$ cat src/rtl/sweep_pkg.sv
`default_nettype none
// ============================================================================
//  Module      : sweep_pkg
//  Description : Shared types and constants for the sweep sequencer.
//                sweep_state_t - controller state encoding
//                freq_q20_t    - Q20 fixed-point frequency word
//  Revision    : 1.0 - initial release
// ============================================================================
package sweep_pkg;

    typedef enum logic [1:0] {
        ST_IDLE    = 2'd0,
        ST_SCALE   = 2'd1,
        ST_DIVIDE  = 2'd2,
        ST_PUBLISH = 2'd3
    } sweep_state_t;

    typedef logic [31:0] freq_q20_t;

    // Fractional bits of the step multiplier.
    localparam int c_q16_shift = 16;
    // Dividend width of the period divider.
    localparam int c_div_width = 48;

endpackage : sweep_pkg
`default_nettype wire

$ cat src/rtl/sweep_divider.sv
`default_nettype none
// ============================================================================
//  Module      : sweep_divider
//  Description : Serial restoring divider, one quotient bit per clock.
//                A start pulse loads the operands; the quotient is produced
//                after c_div_width iteration cycles. done is asserted
//                combinationally during the last iteration cycle and
//                quotient is valid only while done is high. Quotients wider
//                than 32 bits, and a zero divisor, saturate to all ones.
//  Ports       : clk, rst_n          - clock, async active-low reset
//                start               - load operands and begin (wins over abort)
//                abort               - drop an in-flight division
//                dividend [47:0]     - numerator
//                divisor  [31:0]     - denominator
//                done                - last iteration, quotient valid
//                quotient [31:0]     - saturated result
//  Revision    : 1.0 - initial release
// ============================================================================
module sweep_divider
    import sweep_pkg::*;
(
    input  logic                   clk,
    input  logic                   rst_n,
    input  logic                   start,
    input  logic                   abort,
    input  logic [c_div_width-1:0] dividend,
    input  logic [31:0]            divisor,
    output logic                   done,
    output logic [31:0]            quotient
);

    localparam int c_cnt_w = $clog2(c_div_width);
    localparam logic [c_cnt_w-1:0] c_cnt_last = c_cnt_w'(c_div_width - 1);

    logic                   run_q,  run_d;
    logic [c_cnt_w-1:0]     cnt_q,  cnt_d;
    logic [31:0]            rem_q,  rem_d;
    logic [c_div_width-1:0] quo_q,  quo_d;   // dividend bits shift out the top, quotient bits in the bottom
    logic [31:0]            dvs_q,  dvs_d;

    logic [32:0]            rem_sh;
    logic                   ge;
    logic [31:0]            rem_nx;
    logic [c_div_width-1:0] quo_nx;
    logic                   last;

    always_comb begin
        rem_sh = {rem_q, quo_q[c_div_width-1]};
        ge     = (rem_sh >= {1'b0, dvs_q});
        // Remainder is always below the divisor, so it fits in 32 bits.
        rem_nx = ge ? 32'(rem_sh - {1'b0, dvs_q}) : rem_sh[31:0];
        quo_nx = {quo_q[c_div_width-2:0], ge};
        last   = run_q && (cnt_q == c_cnt_last);

        done     = last;
        quotient = ((dvs_q == '0) || (|quo_nx[c_div_width-1:32])) ? 32'hFFFF_FFFF
                                                                   : quo_nx[31:0];

        run_d = run_q;
        cnt_d = cnt_q;
        rem_d = rem_q;
        quo_d = quo_q;
        dvs_d = dvs_q;

        if (start) begin
            run_d = 1'b1;
            cnt_d = '0;
            rem_d = '0;
            quo_d = dividend;
            dvs_d = divisor;
        end else if (abort) begin
            run_d = 1'b0;
        end else if (run_q) begin
            rem_d = rem_nx;
            quo_d = quo_nx;
            cnt_d = cnt_q + 1'b1;
            if (last) begin
                run_d = 1'b0;
            end
        end
    end

    always_ff @(posedge clk or negedge rst_n) begin
        if (!rst_n) begin
            run_q <= 1'b0;
            cnt_q <= '0;
            rem_q <= '0;
            quo_q <= '0;
            dvs_q <= '0;
        end else begin
            run_q <= run_d;
            cnt_q <= cnt_d;
            rem_q <= rem_d;
            quo_q <= quo_d;
            dvs_q <= dvs_d;
        end
    end

endmodule : sweep_divider
`default_nettype wire

$ cat src/rtl/sweep_sequencer.sv
`default_nettype none
// ============================================================================
//  Module      : sweep_sequencer
//  Description : Exponential frequency sweep controller for the oscillator
//                bank. Every STEP_SAMPLES enabled sample ticks the Q20
//                frequency is scaled by STEP_MUL (Q16) and wraps to the start
//                frequency at UPPER_FREQ; the new sample period is computed
//                by a serial divider and published with a one-cycle pulse.
//  Macro       : SWEEP_OVERRUN_EN - adds the sticky 'overrun' output.
//  Ports       : clk, rst_n          - clock, async active-low reset
//                sample_tick         - one pulse per output sample
//                enable              - gates sample_tick
//                restart             - return to start frequency
//                frequency [31:0]    - current frequency, Q20
//                wave_length [31:0]  - samples per period
//                wave_length_valid   - pulse when wave_length updates
//                overrun             - step lost (macro only)
//                busy                - update in progress
//  Revision    : 1.0 - initial release
// ============================================================================
module sweep_sequencer
    import sweep_pkg::*;
#(
    parameter int SAMPLE_RATE  = 48000,
    parameter int FRAC_BITS    = 20,
    parameter int START_FREQ   = 55,
    parameter int UPPER_FREQ   = 1000,
    parameter int STEP_SAMPLES = 50,
    parameter int STEP_MUL     = 66191
)(
    input  logic        clk,
    input  logic        rst_n,
    input  logic        sample_tick,
    input  logic        enable,
    input  logic        restart,
    output logic [31:0] frequency,
    output logic [31:0] wave_length,
    output logic        wave_length_valid,
`ifdef SWEEP_OVERRUN_EN
    output logic        overrun,
`endif
    output logic        busy
);

    localparam logic [63:0] c_start_w    = 64'(START_FREQ) << FRAC_BITS;
    localparam logic [63:0] c_upper_w    = 64'(UPPER_FREQ) << FRAC_BITS;
    localparam logic [63:0] c_dividend_w = 64'(SAMPLE_RATE) << FRAC_BITS;
    localparam logic [63:0] c_step_mul   = 64'(STEP_MUL);
    localparam freq_q20_t   c_start_q20  = c_start_w[31:0];
    localparam freq_q20_t   c_upper_q20  = c_upper_w[31:0];
    localparam logic [c_div_width-1:0] c_dividend = c_dividend_w[c_div_width-1:0];

    // Period published out of reset, matching what the divider would produce.
    localparam logic [63:0] c_init_wl_w  = (c_start_w == 64'd0) ? 64'hFFFF_FFFF
                                                                : (c_dividend_w / c_start_w);
    localparam logic [31:0] c_init_wl    = (c_init_wl_w > 64'hFFFF_FFFF) ? 32'hFFFF_FFFF
                                                                         : c_init_wl_w[31:0];

    localparam int c_cnt_w = (STEP_SAMPLES > 1) ? $clog2(STEP_SAMPLES) : 1;
    localparam logic [c_cnt_w-1:0] c_cnt_last = c_cnt_w'(STEP_SAMPLES - 1);

    sweep_state_t       state_q,    state_d;
    logic               scale_ph_q, scale_ph_d;   // SCALE takes two cycles: multiply, then compare/load
    freq_q20_t          prod_q,     prod_d;
    freq_q20_t          freq_q,     freq_d;
    logic [31:0]        wl_q,       wl_d;
    logic [c_cnt_w-1:0] cnt_q,      cnt_d;
    logic               pend_q,     pend_d;

    logic               tick_en;
    logic               step_ev;
    freq_q20_t          scaled;
    logic               div_start;
    logic               div_done;
    logic [31:0]        div_quotient;

    always_comb begin
        tick_en = sample_tick && enable && !restart;
        step_ev = tick_en && (cnt_q == '0);
        scaled  = 32'((64'(freq_q) * c_step_mul) >> c_q16_shift);

        state_d    = state_q;
        scale_ph_d = scale_ph_q;
        prod_d     = prod_q;
        freq_d     = freq_q;
        wl_d       = wl_q;
        cnt_d      = cnt_q;
        pend_d     = pend_q;
        div_start  = 1'b0;

        if (tick_en) begin
            cnt_d = (cnt_q == c_cnt_last) ? '0 : cnt_q + 1'b1;
        end

        // Steps that arrive while an update is running collapse into one.
        if (step_ev && (state_q != ST_IDLE)) begin
            pend_d = 1'b1;
        end

        case (state_q)
            ST_IDLE: begin
                if (step_ev || pend_q) begin
                    state_d    = ST_SCALE;
                    scale_ph_d = 1'b0;
                    pend_d     = 1'b0;
                end
            end
            ST_SCALE: begin
                if (!scale_ph_q) begin
                    prod_d     = scaled;
                    scale_ph_d = 1'b1;
                end else begin
                    freq_d     = (prod_q >= c_upper_q20) ? c_start_q20 : prod_q;
                    div_start  = 1'b1;
                    scale_ph_d = 1'b0;
                    state_d    = ST_DIVIDE;
                end
            end
            ST_DIVIDE: begin
                if (div_done) begin
                    wl_d    = div_quotient;
                    state_d = ST_PUBLISH;
                end
            end
            ST_PUBLISH: begin
                state_d = ST_IDLE;
            end
            default: begin
                state_d = ST_IDLE;
            end
        endcase

        // Restart overrides everything above, including a divide finishing
        // in this very cycle, so an aborted result is never published.
        if (restart) begin
            state_d    = ST_DIVIDE;
            scale_ph_d = 1'b0;
            freq_d     = c_start_q20;
            wl_d       = wl_q;
            cnt_d      = '0;
            pend_d     = 1'b0;
            div_start  = 1'b1;
        end
    end

    always_ff @(posedge clk or negedge rst_n) begin
        if (!rst_n) begin
            state_q    <= ST_IDLE;
            scale_ph_q <= 1'b0;
            prod_q     <= '0;
            freq_q     <= c_start_q20;
            wl_q       <= c_init_wl;
            cnt_q      <= '0;
            pend_q     <= 1'b0;
        end else begin
            state_q    <= state_d;
            scale_ph_q <= scale_ph_d;
            prod_q     <= prod_d;
            freq_q     <= freq_d;
            wl_q       <= wl_d;
            cnt_q      <= cnt_d;
            pend_q     <= pend_d;
        end
    end

    // Divisor is the frequency being registered this cycle, so the divide
    // starts in the same cycle the new frequency is loaded. A restart both
    // aborts and reloads; the reload takes precedence inside the divider.
    sweep_divider u_divider (
        .clk      (clk),
        .rst_n    (rst_n),
        .start    (div_start),
        .abort    (restart),
        .dividend (c_dividend),
        .divisor  (freq_d),
        .done     (div_done),
        .quotient (div_quotient)
    );

`ifdef SWEEP_OVERRUN_EN
    logic overrun_q, overrun_d;

    always_comb begin
        overrun_d = overrun_q | (step_ev && pend_q);
        if (restart) begin
            overrun_d = 1'b0;
        end
    end

    always_ff @(posedge clk or negedge rst_n) begin
        if (!rst_n) begin
            overrun_q <= 1'b0;
        end else begin
            overrun_q <= overrun_d;
        end
    end

    assign overrun = overrun_q;
`endif

    assign frequency         = freq_q;
    assign wave_length       = wl_q;
    assign wave_length_valid = (state_q == ST_PUBLISH);
    assign busy              = (state_q != ST_IDLE);

endmodule : sweep_sequencer
`default_nettype wire

$ cat config.mk
export PLATFORM = sky130hd
export DESIGN_NAME = sweep_sequencer
export DESIGN_NICKNAME = d
export VERILOG_FILES = /design/src/rtl/sweep_pkg.sv /design/src/rtl/sweep_divider.sv /design/src/rtl/sweep_sequencer.sv
export SDC_FILE = /design/constraint.sdc
export NUM_CORES = 1
export LEC_CHECK = 0
export ABC_AREA = 1
export BUFFER_PORTS_ARGS = -buffer_cell sky130_fd_sc_hd__buf_2
export CAP_MARGIN = 20
export CORE_AREA = 2 2 162 323
export DETAILED_ROUTE_END_ITERATION = 12
export DIE_AREA = 0 0 164 325
export GPL_TIMING_DRIVEN = 0
export PLACE_DENSITY = 0.58
export SYNTH_ARGS = -nofsm -noshare
export SYNTH_HDL_FRONTEND = slang
export SYNTH_SLANG_ARGS = --single-unit
$ cat constraint.sdc
create_clock -name clk -period 5.85 [get_ports clk]
set_clock_uncertainty 0.05 [all_clocks]
set_input_delay 0.2925 -clock clk [delete_from_list [all_inputs] [get_ports clk]]
set_output_delay 0.2925 -clock clk [all_outputs]
set_load 0.1 [all_outputs]
Word-level counts from Yosys, hierarchy flattened. Cells that the tools add are included.

Add/subtract/negate cells: 3. Multipliers: 1. Magnitude comparators: 2. Equality and inequality tests: 9. Multiplexer cells: 38. Bitwise logic cells: 2. Reductions and logical operators: 21.

Operators with widths (count): $mux 32 (9); $mux 48 (3); $mul 32x17->48 const B (1); $mux 6 (6); $ge 33x32->1 (1); $ge 32x30->1 const B (1); $logic_not 32->1 (1); $sub 32x32->32 (1); $reduce_or 16->1 (1); $mux 1 (14); $add 6x1->6 const B (2); $eq 6x6->1 const B (2); $ne 3x3->1 const B (3); $mux 2 (4); $pmux 2 s4 (1); $logic_not 6->1 (1); $reduce_and 2->1 (3); $reduce_and 3->1 (2); $reduce_bool 2->1 (3); $logic_and 1x1->1 (5); $eq 2x2->1 const B (2); $reduce_bool 3->1 (1); $eq 2x1->1 const B (1); $logic_not 2->1 (1); other kinds (5) (7).

Flip-flop bits (word level): 225. Input bits: 5. Output and inout port bits: 66. Word-level logic and storage cells: 88.

Longest topological paths before layout.
Word-level depth: 8. Gate-level depth with buffers: 22. Mapped depth without buffers: 22.

Cells and area by module. Synthesis repeated with hierarchy kept, for this count alone.

Cell total of the unflattened synthesis: 2567. Area, all modules: 20387.1 µm².

Modules (own cells, without submodules): sweep_sequencer (instances 1, cells an instance 1381, area an instance 12263.0 µm²); sweep_divider (instances 1, cells an instance 1186, area an instance 8124.0 µm²).

Worst setup path after synthesis. Ideal clock, no wire load.

Kind: register -> register. From: register freq_q[23], in the netlist frequency[23]. To: register prod_q[10]. Library setup time: 0.118 ns. Arrival: 4.979 ns. Data required time: 5.682 ns. Path slack: 0.703 ns. Stages on the path, launching flop included: 18. Path buffers: 0. Clock period less this slack: 5.147 ns. Cells stage by stage: dfrtp_1 ha_1 ha_1 ha_1 fa_1 fa_1 inv_1 fa_1 inv_1 ha_1 nand2_1 inv_1 a21oi_1 a21boi_0 nand2_1 or2_2 nand3_1 nand2_1.

Longest elaborated chain between the ends: 1.

RTL lines: start: declaration (RTL line sweep_sequencer.sv:65) `freq_q20_t freq_q, freq_d;`; start signal: assignment (RTL line sweep_sequencer.sv:151) `freq_q <= c_start_q20;`; start signal: assignment (RTL line sweep_sequencer.sv:159) `freq_q <= freq_d;`; $mul 32x17->48 (RTL line sweep_sequencer.sv:80) `scaled = 32'((64'(freq_q) * c_step_mul) >> c_q16_shift);`; end signal: assignment (RTL line sweep_sequencer.sv:158) `prod_q <= prod_d;`; end: declaration (RTL line sweep_sequencer.sv:64) `freq_q20_t prod_q, prod_d;`.

No other way between the ends. A chain may end at the register's enable or synchronous reset.

Worst setup path after layout.
From: register freq_q[19], in the netlist frequency[19]. To: register prod_q[25].

The elaborated chain is that of the path after synthesis.

==> impl_results.md <==
* Main synth FF type: sky130_fd_sc_hd__dfrtp_1
* Utilization of the core after routing at 41.4%
* Library cell occupying the most area in the post-synthesis netlist: sky130_fd_sc_hd__dfrtp_1
* Number of diodes at 0
* CTS Root Cell: sky130_fd_sc_hd__clkbuf_16
* Via Count at between 15k and 20k
* Clock Tree Buf Depth at 3
* Insertion delay of the later-clocked pin in the worst-skew pair at 0.52 ns
* RSZ-0062 raised after global routing: false
* Netlist area before placement at 0.0191 sq mm
* Die H at 325 um
* Power density over the cells at 281 mW/mm^2
* Chip width at 164 um
* Core area at slightly above 0.05 sq mm
* Hold Vio Cnt, Final at 0
* Class of the most critical setup path: flip-flop to flip-flop
* Number of distinct library cells after synthesis at just under 50
* Max Cap Viol at 0
* Site Rows at 117
* Synth Net Count at 2673
* Top post-synthesis cells by area: sky130_fd_sc_hd__dfrtp_1 28%, sky130_fd_sc_hd__ha_1 15%, sky130_fd_sc_hd__fa_1 14%
* Detail-routed net length per standard cell at 20.5 um
* Port bufs at 70
* Period utilisation layout at 96.5%
* First-pass GRT wire length at 98100 um
* Remaining max-slew budget at the tightest pin at 38.3%
* Biggest fanout along the worst timing path at 9
* Area share of the leading cell type in the synthesized netlist at 28.1%
* Arrival @ worst endpoint at 6.01 ns
* Leakage Power at roughly 0.012 uW
* Final setup violation count at 0
* Worst supply voltage drop on vdd at 0.225 mV
* Number of global-route vias before repair at 17.6k
* Most frequently used cell type in the post-synthesis netlist: sky130_fd_sc_hd__nand2_1
* Maximum level of the CTS H-tree at 1
* Share of synthesized flip-flops with an asynchronous set or reset at 100%
* Largest net degree at the start of global routing at 116
* Routability congestion estimate at roughly 1.0
* Number of antenna violations at the first check in global routing at 0
* WP data required at 6.21 ns
* Number of nets in the finished design at 2768
* Detailed-router iteration count before antenna repair at 7
* Inserted Clock Buffers at 21
* Time the final worst path needs with I/O delays and setup at approximately 5.6 ns
* Filler cell count at between 5k and 6k
* Overall global routing resource usage at 24.4%
* Number of cells produced by synthesis at about 2.3k
* Slew at the pin closest to its max-slew limit at 0.915 ns
* Crit end category: flip-flop
* Starting utilization of the core area at a little under two fifths
* Cells on Worst Hold Path at 4
* Remaining global-route overflow at 0
* Vias per std cell at ~5.2
* Detail Placement HPWL at between 50000 and 60000 um
* Mean instance size in the synthesized netlist at 8.31 sq um
* Wire length after detailed routing at between 60000 and 70000 um
* Tightest Hold Check Type: input port to flip-flop
* Clock-pin slew on the worst setup and hold paths at around 0.070 ns
* Layout cell share with drive strength beyond 1 at 7.48%
* Most frequent cells after synthesis: 478 x sky130_fd_sc_hd__nand2_1, 378 x sky130_fd_sc_hd__inv_1, 233 x sky130_fd_sc_hd__ha_1
* R2r worst-path depth at 18
* Status: completed
* EDFF count, synth at 0
* Maximum achievable frequency at approximately 180 MHz
* TNS Setup at 0 ns
* Sinks on the clock net at about 230
* Area added between synthesis and finish at 10.1%
* Portion of the post-synthesis area used by sequential elements at 29.5%
* Flip-flop and latch count after synthesis at 225
* Startpoint class of the critical path: flip-flop
* Antenna violation net count after detailed routing at 0
* DRC violations left at 0
* Area of the die at 0.0533 sq mm
* Final max-slew violation count at 0
* Min Hold Slack at 0.0824 ns
* YS warnings at 0
* Ports at 71
* TritonCTS clock tree: yes
* Iteration-0 DRC count of the detailed router at 839
-- placed cells by master, fill, tap and decap left out, types with 4 or more instances in the layout --
cell and instances:
sky130_fd_sc_hd__nand2_1 478, sky130_fd_sc_hd__inv_1 378, sky130_fd_sc_hd__ha_1 233, sky130_fd_sc_hd__dfrtp_1 209, sky130_fd_sc_hd__nor2_1 162, sky130_fd_sc_hd__fa_1 135, sky130_fd_sc_hd__o21ai_0 125, sky130_fd_sc_hd__nand3_1 118
sky130_fd_sc_hd__a21oi_1 97, sky130_fd_sc_hd__buf_2 82, sky130_fd_sc_hd__o22ai_1 73, sky130_fd_sc_hd__nand3b_1 39, sky130_fd_sc_hd__clkbuf_1 32, sky130_fd_sc_hd__nand4_1 29, sky130_fd_sc_hd__xnor2_1 24, sky130_fd_sc_hd__clkbuf_16 21
sky130_fd_sc_hd__nor3_1 20, sky130_fd_sc_hd__nand2_2 17, sky130_fd_sc_hd__a21o_1 10, sky130_fd_sc_hd__a22oi_1 9, sky130_fd_sc_hd__dfstp_2 8, sky130_fd_sc_hd__nor2_2 7, sky130_fd_sc_hd__o21bai_1 7, sky130_fd_sc_hd__a31oi_1 7
sky130_fd_sc_hd__a211oi_1 7, sky130_fd_sc_hd__xor2_1 6, sky130_fd_sc_hd__dfrtp_2 6, sky130_fd_sc_hd__inv_2 5, sky130_fd_sc_hd__nor4_1 5, sky130_fd_sc_hd__a21boi_0 5, sky130_fd_sc_hd__o21ai_1 4, sky130_fd_sc_hd__or2_2 4
sky130_fd_sc_hd__clkbuf_8 4
-- layout make-up --
cell class	instances	area [sq um]	area share, %
Clock inverter	7	98.8	0.470
Inverter	383	1440	6.83
Tap cell	654	818	3.89
Clock buffer	29	596	2.83
Multi-Input combinational cell	1645	11800	56.1
Buffer	47	236	1.12
Timing Repair Buffer	72	398	1.89
Sequential cell	225	5660	26.9
-- metrics by stage --
| step | worst slack [ns] | cell area [sq um] | total power [uW] | cells |
|---|---|---|---|---|
| after floorplan | 0.703 | 19100 | 3710 | 2300 |
| after global placement | 0.00601 | 20300 | 4460 | 3024 |
| after detailed placement | -0.0526 | 20300 | 4480 | 3025 |
| after CTS | 0.00458 | 21000 | 5930 | 3062 |
| after global routing | 0.0164 | 21100 | 6320 | 3062 |
| final | 0.202 | 21100 | 5920 | 3062 |
-- metal layers --
metal | up-vias | global-route usage, % | part of all wire [%]
met5 | - | 0 | 0
met4 | 0 | 21.0 | 10
met3 | 245 | 2.26 | 2.6
met2 | 410 | 48.2 | 57
met1 | 7671 | 20.9 | 30
li1 | 7674 | - | -
-- state kept, by name, summed over array words and instances (netlist names) --
signal           cells
cnt_q                6
wave_length         32
u_divider.dvs_q     32
pend_q               1
u_divider.rem_q     32
u_divider.cnt_q      6
state_q              2
u_divider.run_q      1
frequency           32
prod_q              32
u_divider.quo_q     48
scale_ph_q           1
-- cells by family (layout without fill, tap and decap cells) --
family                   after synthesis  in the layout  share of synthesized area, %
XOR/XNOR                              30             30                          1.37
adder cells (fa/ha/maj)              368            368                          29.4
AO/OA/AOI/OAI                        356            356                          10.6
buffers and inverters                430            538                          8.76
AND/OR/NAND/NOR                      891            891                          20.4
flip-flops                           225            225                          29.5
-- timing repair --
action / 4_1_cts / 5_1_grt
endpoints found under the setup margin: 2 / 10
gates resized for setup: 1 / 10
setup buffers: 0 / 0
hold buffers: 1 / 0
endpoints found under the hold margin: 105 / 0
-- path summary, 6_finish.rpt --
path | start | endpoint | slack [ns]
worst max-delay path | frequency[19] | prod_q[25] | 0.20
worst max register to register | frequency[19] | prod_q[25] | 0.20
max in group asynchronous | rst_n | frequency[23] | 4.25
worst min-delay path | enable | cnt_q[1] | 0.08
min in group asynchronous | rst_n | wave_length[25] | 0.39
worst min register to register | prod_q[30] | prod_q[30] | 0.43
-- where the power goes --
group,internal [uW],leakage [uW],switching [uW],total (uW)
Combinational,870,0.00828,1730,2600
Sequential,1750,0.00295,147,1890
Clock,805,0.000337,625,1430
-- critical path: stages, from the launching register on --
cell,delay (ns)
sky130_fd_sc_hd__dfrtp_1,0.91
sky130_fd_sc_hd__ha_1,0.37
sky130_fd_sc_hd__ha_1,0.29
sky130_fd_sc_hd__ha_1,0.32
sky130_fd_sc_hd__fa_1,0.47
sky130_fd_sc_hd__fa_1,0.56
sky130_fd_sc_hd__inv_1,0.06
sky130_fd_sc_hd__fa_1,0.53
sky130_fd_sc_hd__inv_1,0.04
sky130_fd_sc_hd__ha_1,0.34
sky130_fd_sc_hd__nand2_1,0.10
sky130_fd_sc_hd__nor2_1,0.19
sky130_fd_sc_hd__nand2_1,0.10
sky130_fd_sc_hd__o211ai_1,0.68
sky130_fd_sc_hd__nand2_1,0.18
sky130_fd_sc_hd__nand2_1,0.11
sky130_fd_sc_hd__nand2_1,0.05
sky130_fd_sc_hd__nand3_1,0.12
sky130_fd_sc_hd__nand2_1,0.07
(Power assumes the default switching activity.)
